## src/rtl/fsm_seq_ctrl_param.sv

```systemverilog
// Parametrised 14-state Moore sequence controller with a bounded loop counter,
// an optionally bounded burst counter, and a fault state that needs an explicit clear.
module fsm_seq_ctrl_param #(
  parameter int CNT_W     = 3,
  parameter int CNT_MAX   = 7,
  parameter int BURST_W   = 4,
  parameter int BURST_MAX = 4
) (
  input  logic             clk,
  input  logic             rst,
  input  logic             en,
  input  logic             clr,
  input  logic             a,
  input  logic             b,
  output logic             s,
  output logic             bs,
  output logic             f,
  output logic [3:0]       st_o,
  output logic [CNT_W-1:0] cnt_o
);

  typedef enum logic [3:0] {
    IDLE    = 4'd0,
    INIT    = 4'd1,
    CHECK   = 4'd2,
    PULSE   = 4'd3,
    COUNT   = 4'd4,
    SAMPLE  = 4'd5,
    BRANCH  = 4'd6,
    PAIR    = 4'd7,
    BURST_A = 4'd8,
    BURST_B = 4'd9,
    WAIT    = 4'd10,
    ACK     = 4'd11,
    SIGNAL  = 4'd12,
    FAULT   = 4'd13
  } state_e;

  localparam logic [CNT_W-1:0]   CNT_LAST      = CNT_W'(CNT_MAX - 1);
  localparam logic [BURST_W-1:0] BURST_LAST    = BURST_W'(BURST_MAX - 1);
  localparam logic [BURST_W-1:0] BCNT_SAT      = {BURST_W{1'b1}};
  localparam bit                 BURST_BOUNDED = (BURST_MAX != 0);

  state_e             state_q, state_d;
  logic [CNT_W-1:0]   cnt_q, cnt_d;
  logic [BURST_W-1:0] bcnt_q, bcnt_d;
  logic               s_q, bs_q, f_q;

  function automatic logic dec_s(input state_e st_v);
    return (st_v == PULSE) || (st_v == SIGNAL);
  endfunction

  function automatic logic dec_bs(input state_e st_v);
    return (st_v == BURST_A) || (st_v == BURST_B);
  endfunction

  function automatic logic dec_f(input state_e st_v);
    return (st_v == FAULT);
  endfunction

  // Next-state and counter logic; clearing FAULT takes priority over the enable gate
  always_comb begin
    state_d = state_q;
    cnt_d   = cnt_q;
    bcnt_d  = bcnt_q;
    if ((state_q == FAULT) && clr) begin
      state_d = IDLE;
      bcnt_d  = {BURST_W{1'b0}};
    end else if (en) begin
      case (state_q)
        IDLE:    state_d = INIT;
        INIT:    state_d = CHECK;
        CHECK:   state_d = b ? PULSE : COUNT;
        PULSE:   state_d = INIT;
        COUNT: begin
          if (cnt_q == CNT_LAST) begin
            state_d = WAIT;
            cnt_d   = {CNT_W{1'b0}};
          end else begin
            state_d = SAMPLE;
            cnt_d   = cnt_q + CNT_W'(1);
          end
        end
        SAMPLE:  state_d = a ? PULSE : BRANCH;
        BRANCH:  state_d = a ? PAIR : BURST_A;
        PAIR:    state_d = (a && b) ? SAMPLE : FAULT;
        BURST_A: state_d = BURST_B;
        BURST_B: begin
          if (BURST_BOUNDED && (bcnt_q == BURST_LAST)) begin
            state_d = IDLE;
            bcnt_d  = {BURST_W{1'b0}};
          end else begin
            state_d = BURST_A;
            // Unbounded bursts saturate the counter instead of wrapping
            if (bcnt_q != BCNT_SAT) begin
              bcnt_d = bcnt_q + BURST_W'(1);
            end else begin
              bcnt_d = bcnt_q;
            end
          end
        end
        WAIT:    state_d = (a || b) ? ACK : COUNT;
        ACK:     state_d = SIGNAL;
        SIGNAL:  state_d = WAIT;
        FAULT:   state_d = FAULT;
        default: state_d = IDLE;
      endcase
    end else begin
      state_d = state_q;
    end
  end

  // State, counters and flag outputs; flags are decoded from the next state so they line up with state_q
  always_ff @(posedge clk or posedge rst) begin
    if (rst) begin
      state_q <= IDLE;
      cnt_q   <= {CNT_W{1'b0}};
      bcnt_q  <= {BURST_W{1'b0}};
      s_q     <= 1'b0;
      bs_q    <= 1'b0;
      f_q     <= 1'b0;
    end else begin
      state_q <= state_d;
      cnt_q   <= cnt_d;
      bcnt_q  <= bcnt_d;
      s_q     <= dec_s(state_d);
      bs_q    <= dec_bs(state_d);
      f_q     <= dec_f(state_d);
    end
  end

  assign s     = s_q;
  assign bs    = bs_q;
  assign f     = f_q;
  assign st_o  = state_q;
  assign cnt_o = cnt_q;

endmodule

```

## config.mk

```make
export PLATFORM = sky130hd
export DESIGN_NAME = fsm_seq_ctrl_param
export DESIGN_NICKNAME = d
export VERILOG_FILES = /design/src/rtl/fsm_seq_ctrl_param.sv
export SDC_FILE = /design/constraint.sdc
export NUM_CORES = 1
export LEC_CHECK = 0
export BUFFER_PORTS_ARGS = -buffer_cell sky130_fd_sc_hd__buf_2
export CAP_MARGIN = 0
export CORE_MARGIN = 5
export CORE_UTILIZATION = 58
export CTS_CLUSTER_SIZE = 12
export DETAILED_ROUTE_END_ITERATION = 16
export GPL_TIMING_DRIVEN = 0
export HOLD_SLACK_MARGIN = 0.12
export MAX_ROUTING_LAYER = met4
export PLACE_DENSITY = 0.82
export SYNTH_ARGS = -nofsm -noshare
export SYNTH_HDL_FRONTEND = slang
export SYNTH_SLANG_ARGS = --single-unit
```

## constraint.sdc

```tcl
create_clock -name clk -period 4 [get_ports clk]
set_clock_uncertainty 0.1 [all_clocks]
set_input_delay 0.4 -clock clk [delete_from_list [all_inputs] [get_ports clk]]
set_output_delay 0.4 -clock clk [all_outputs]
set_load 0.1 [all_outputs]
```

==> results list <==
- The final hold violation count came to 0.
- At the pin with the least slew margin, the transition time is 501 ps.
* First drt pass iteration count: 5
* Syn Nets: 115
- After global routing the overflow that remains totals 0.
- Entering global routing, the biggest net connects 15 pins.
- The via count of the first global-routing pass came to 800.
- Final layout net count: 136
- Portion of the post-synthesis area used by sequential elements: 37.1%
* Async set or reset register ratio after synthesis: 100%
* Kind of start point of the critical path: register
- Top cell type's share of synthesized area: 37.1%
- In this run the mean area of a mapped cell was 8.75 um^2.
- After clock tree synthesis, the clock-pin slew on the worst setup and hold paths is 80 ps.
- CP Max Fanout: 8
- After detailed routing, the number of remaining DRC violations is 0.
* Cts bufs inserted: 3
- For flop-to-flop paths, the worst setup slack is 2000 ps.
- Required time at the endpoint of the critical path: 4100 ps
- The floorplan step defined a die boundary enclosing 2540 um^2.
- The worst setup path is captured at a register.
- Sequence of cells on the critical path: buf_6 -> nand3b_1 -> o31ai_1 -> a211oi_1 -> a31oi_2 -> nand3_1 -> nor3_1
- DR vias/cell: 6.25
- The library cell used most frequently in the layout, excluding fill and tap cells, is buf_2.
- The synthesized netlist occupies a cell area of 945 um^2.
- At the worst endpoint, the arrival time is 2100 ps.
- Among all flip-flop cells after synthesis, the most frequent one is dfrtp_1.
* Final WL: 2.11 mm
- Worst R2R Path Depth: 7
- Die height: 50.4 um
- The path with the worst hold slack has its endpoint at st_o[1].
- Initial cell density of the core: 62.0%
- Counting flops and latches in the post-synthesis netlist gives 14.
- Number of instances in the synthesized netlist: 108
- Summed over all failing endpoints, the final setup total negative slack is 0 ps.
* Status: complete, no violations
- The largest total area in the synthesized netlist belongs to dfrtp_1.
- Post-CTS repair timing setup buffer count: 0
* Sink count of the clock tree: 14
- The slowest stage of the critical path belongs to the cell dfrtp_1.
- The worst hold path was traced through 4 stages.
- For this run, the number of Yosys warnings is 0.
- Max-cap violation count: 0
- Core area: 1520 um^2
- The worst path meets setup with 2000 ps of slack.
- The number of antenna violations at the first check in global routing was 0.
- Vias: 900
- Slew headroom: 66.5%
- RSZ-0062 raised after global routing: false
- Total number of H-tree levels: 1
- Counting along the longest clock path gives a buffer depth of 2.
* Placement-stage worst setup slack: 2010 ps
- Die Wd: 50.4 um
- The congestion estimate from routability-driven global placement came to 0.828.
- Highest Clock Rate: 499 MHz
- Leaving out fill and tap cells, the most frequent cells in the layout are 17 x buf_2, 16 x nor2_1, 14 x dfrtp_1.
- Fraction of layout instances using a drive strength above 1: 23.4%
- In the post-synthesis netlist, the biggest area contributors are dfrtp_1 37%, nor2_1 6.4%, a21oi_1 3.2%.
* Final max-slew violation count: 0
- The synthesized design contains 0 enable-type register cells.
* Period utilization: 50.1%
- Tightest Hold Check Type: input port to register
* WL/cell: 14.7 um
* Number of core rows: 14
- The first global-routing pass estimated 3.46 mm of wire.
* Type of the worst setup path: register to register
- Iteration-0 DRC count of the detailed router: 27
- Clock tree synthesis selected as its root buffer the cell clkbuf_4.
* Total global-route track usage: 17.7%
* Inserted Diodes: 0
- In this run the tool buffered the top-level ports with 15 buffer cells.
* TritonCTS clock tree: done
- Library cells used by synthesis: 43
- DP Wirelength: 1.60 mm
- R2R Path End: f
- The smallest clock period supported by the final layout is computed as 2000 ps.
- The startpoint identified for the worst hold timing path is en.
* Number of placed I/O pins: 16
- Number of setup violations in the final report: 0
- From synthesis to final layout, the design area changed by 15.0%.
* Slowest stage delay, CP: 390 ps
* Launch point of the worst reg-to-reg path: st_o[2]
- The clock reaches the later pin of the worst-skew pair after 280 ps.
- The detail route stage leaves a number of antenna-violating nets equal to 0.
-- timing repair --
action,CTS,global route
hold buffers,1,0
hold endpoints to repair,14,0
gates resized for setup,0,0
-- cells in the mapped netlist, types with 2 or more instances --
| library cell | n |
|---|---|
| a211oi_1 | 3 |
| inv_1 | 5 |
| nor3_1 | 2 |
| o21ai_0 | 5 |
| nand2_1 | 8 |
| o31ai_1 | 3 |
| a21oi_1 | 6 |
| buf_2 | 2 |
| mux2i_1 | 2 |
| dfrtp_1 | 14 |
| buf_4 | 2 |
| o21bai_1 | 2 |
| nor2_1 | 16 |
| nand3_1 | 5 |
| xor2_1 | 2 |
| buf_6 | 2 |
| nand4_1 | 3 |
-- cell type report --
type	count	area (um^2)
plain buffers	7	51.3
clock buffers	4	36.3
fillers	126	438
inverters	5	18.8
multi-input cells	82	524
flip-flops and latches	14	350
well taps	16	20.0
repair buffers	16	85.1
-- how the worst max path moves through the flow --
stage / slack [ps] / from / cells past startpoint / endpoint
5_1_grt: 1810 / st_o[1] / 7 / s
6_report: 2000 / st_o[2] / 7 / f
4_1_cts: 1990 / st_o[1] / 7 / s
3_5_place_dp: 2010 / st_o[2] / 7 / f
3_3_place_gp: 2060 / st_o[2] / 7 / f
2_1_floorplan: 1630 / st_o[1] / 6 / s
-- registers in the layout (all words and copies together) (netlist names) --
register  cells
bs            1
cnt_o         3
bcnt_q        4
st_o          4
s             1
f             1
-- cell families (layout without fill, tap and decap cells) --
kind of cell,Yosys count,in the layout,share of synthesized area [%]
AOI/OAI and AO/OA,30,30,22.3
adders and majority gates,1,1,1.32
xor gates and xnor gates,2,2,1.85
DFF,14,14,37.1
buffers and inverters,12,32,7.42
and+or+nand+nor,46,46,26.8
muxes,3,3,3.31
-- per-layer routing --
layer	global-route usage, %	wire length (um)	vias to the layer above
met3	3.85	162	6
li1	-	-	436
met1	21.1	899	424
met2	29.7	1020	34
met4	5.11	36	0
met5	-	0	-
-- critical path, delay by kind of cell (launching register included) --
kind | cells | cell delay (ps)
and+or+nand+nor | 3 | 490
AOI/OAI and AO/OA | 3 | 790
DFF | 1 | 390
buffers and inverters | 1 | 140
-- through the flow --
step | instance area (um^2) | utilization (%) | instances | hold slack, ps
2_1_floorplan | 945 | - | 108 | 189
3_3_place_gp | 1040 | 68.2 | 139 | 348
5_1_grt | 1090 | 71.3 | 144 | 481
3_5_place_dp | 1040 | 68.2 | 139 | 355
6_report | 1090 | 71.3 | 144 | 444
4_1_cts | 1090 | 71.3 | 144 | 439
Power is not shown: default switching activity piles up to over one toggle a cycle in this logic, so the estimate is an artifact.
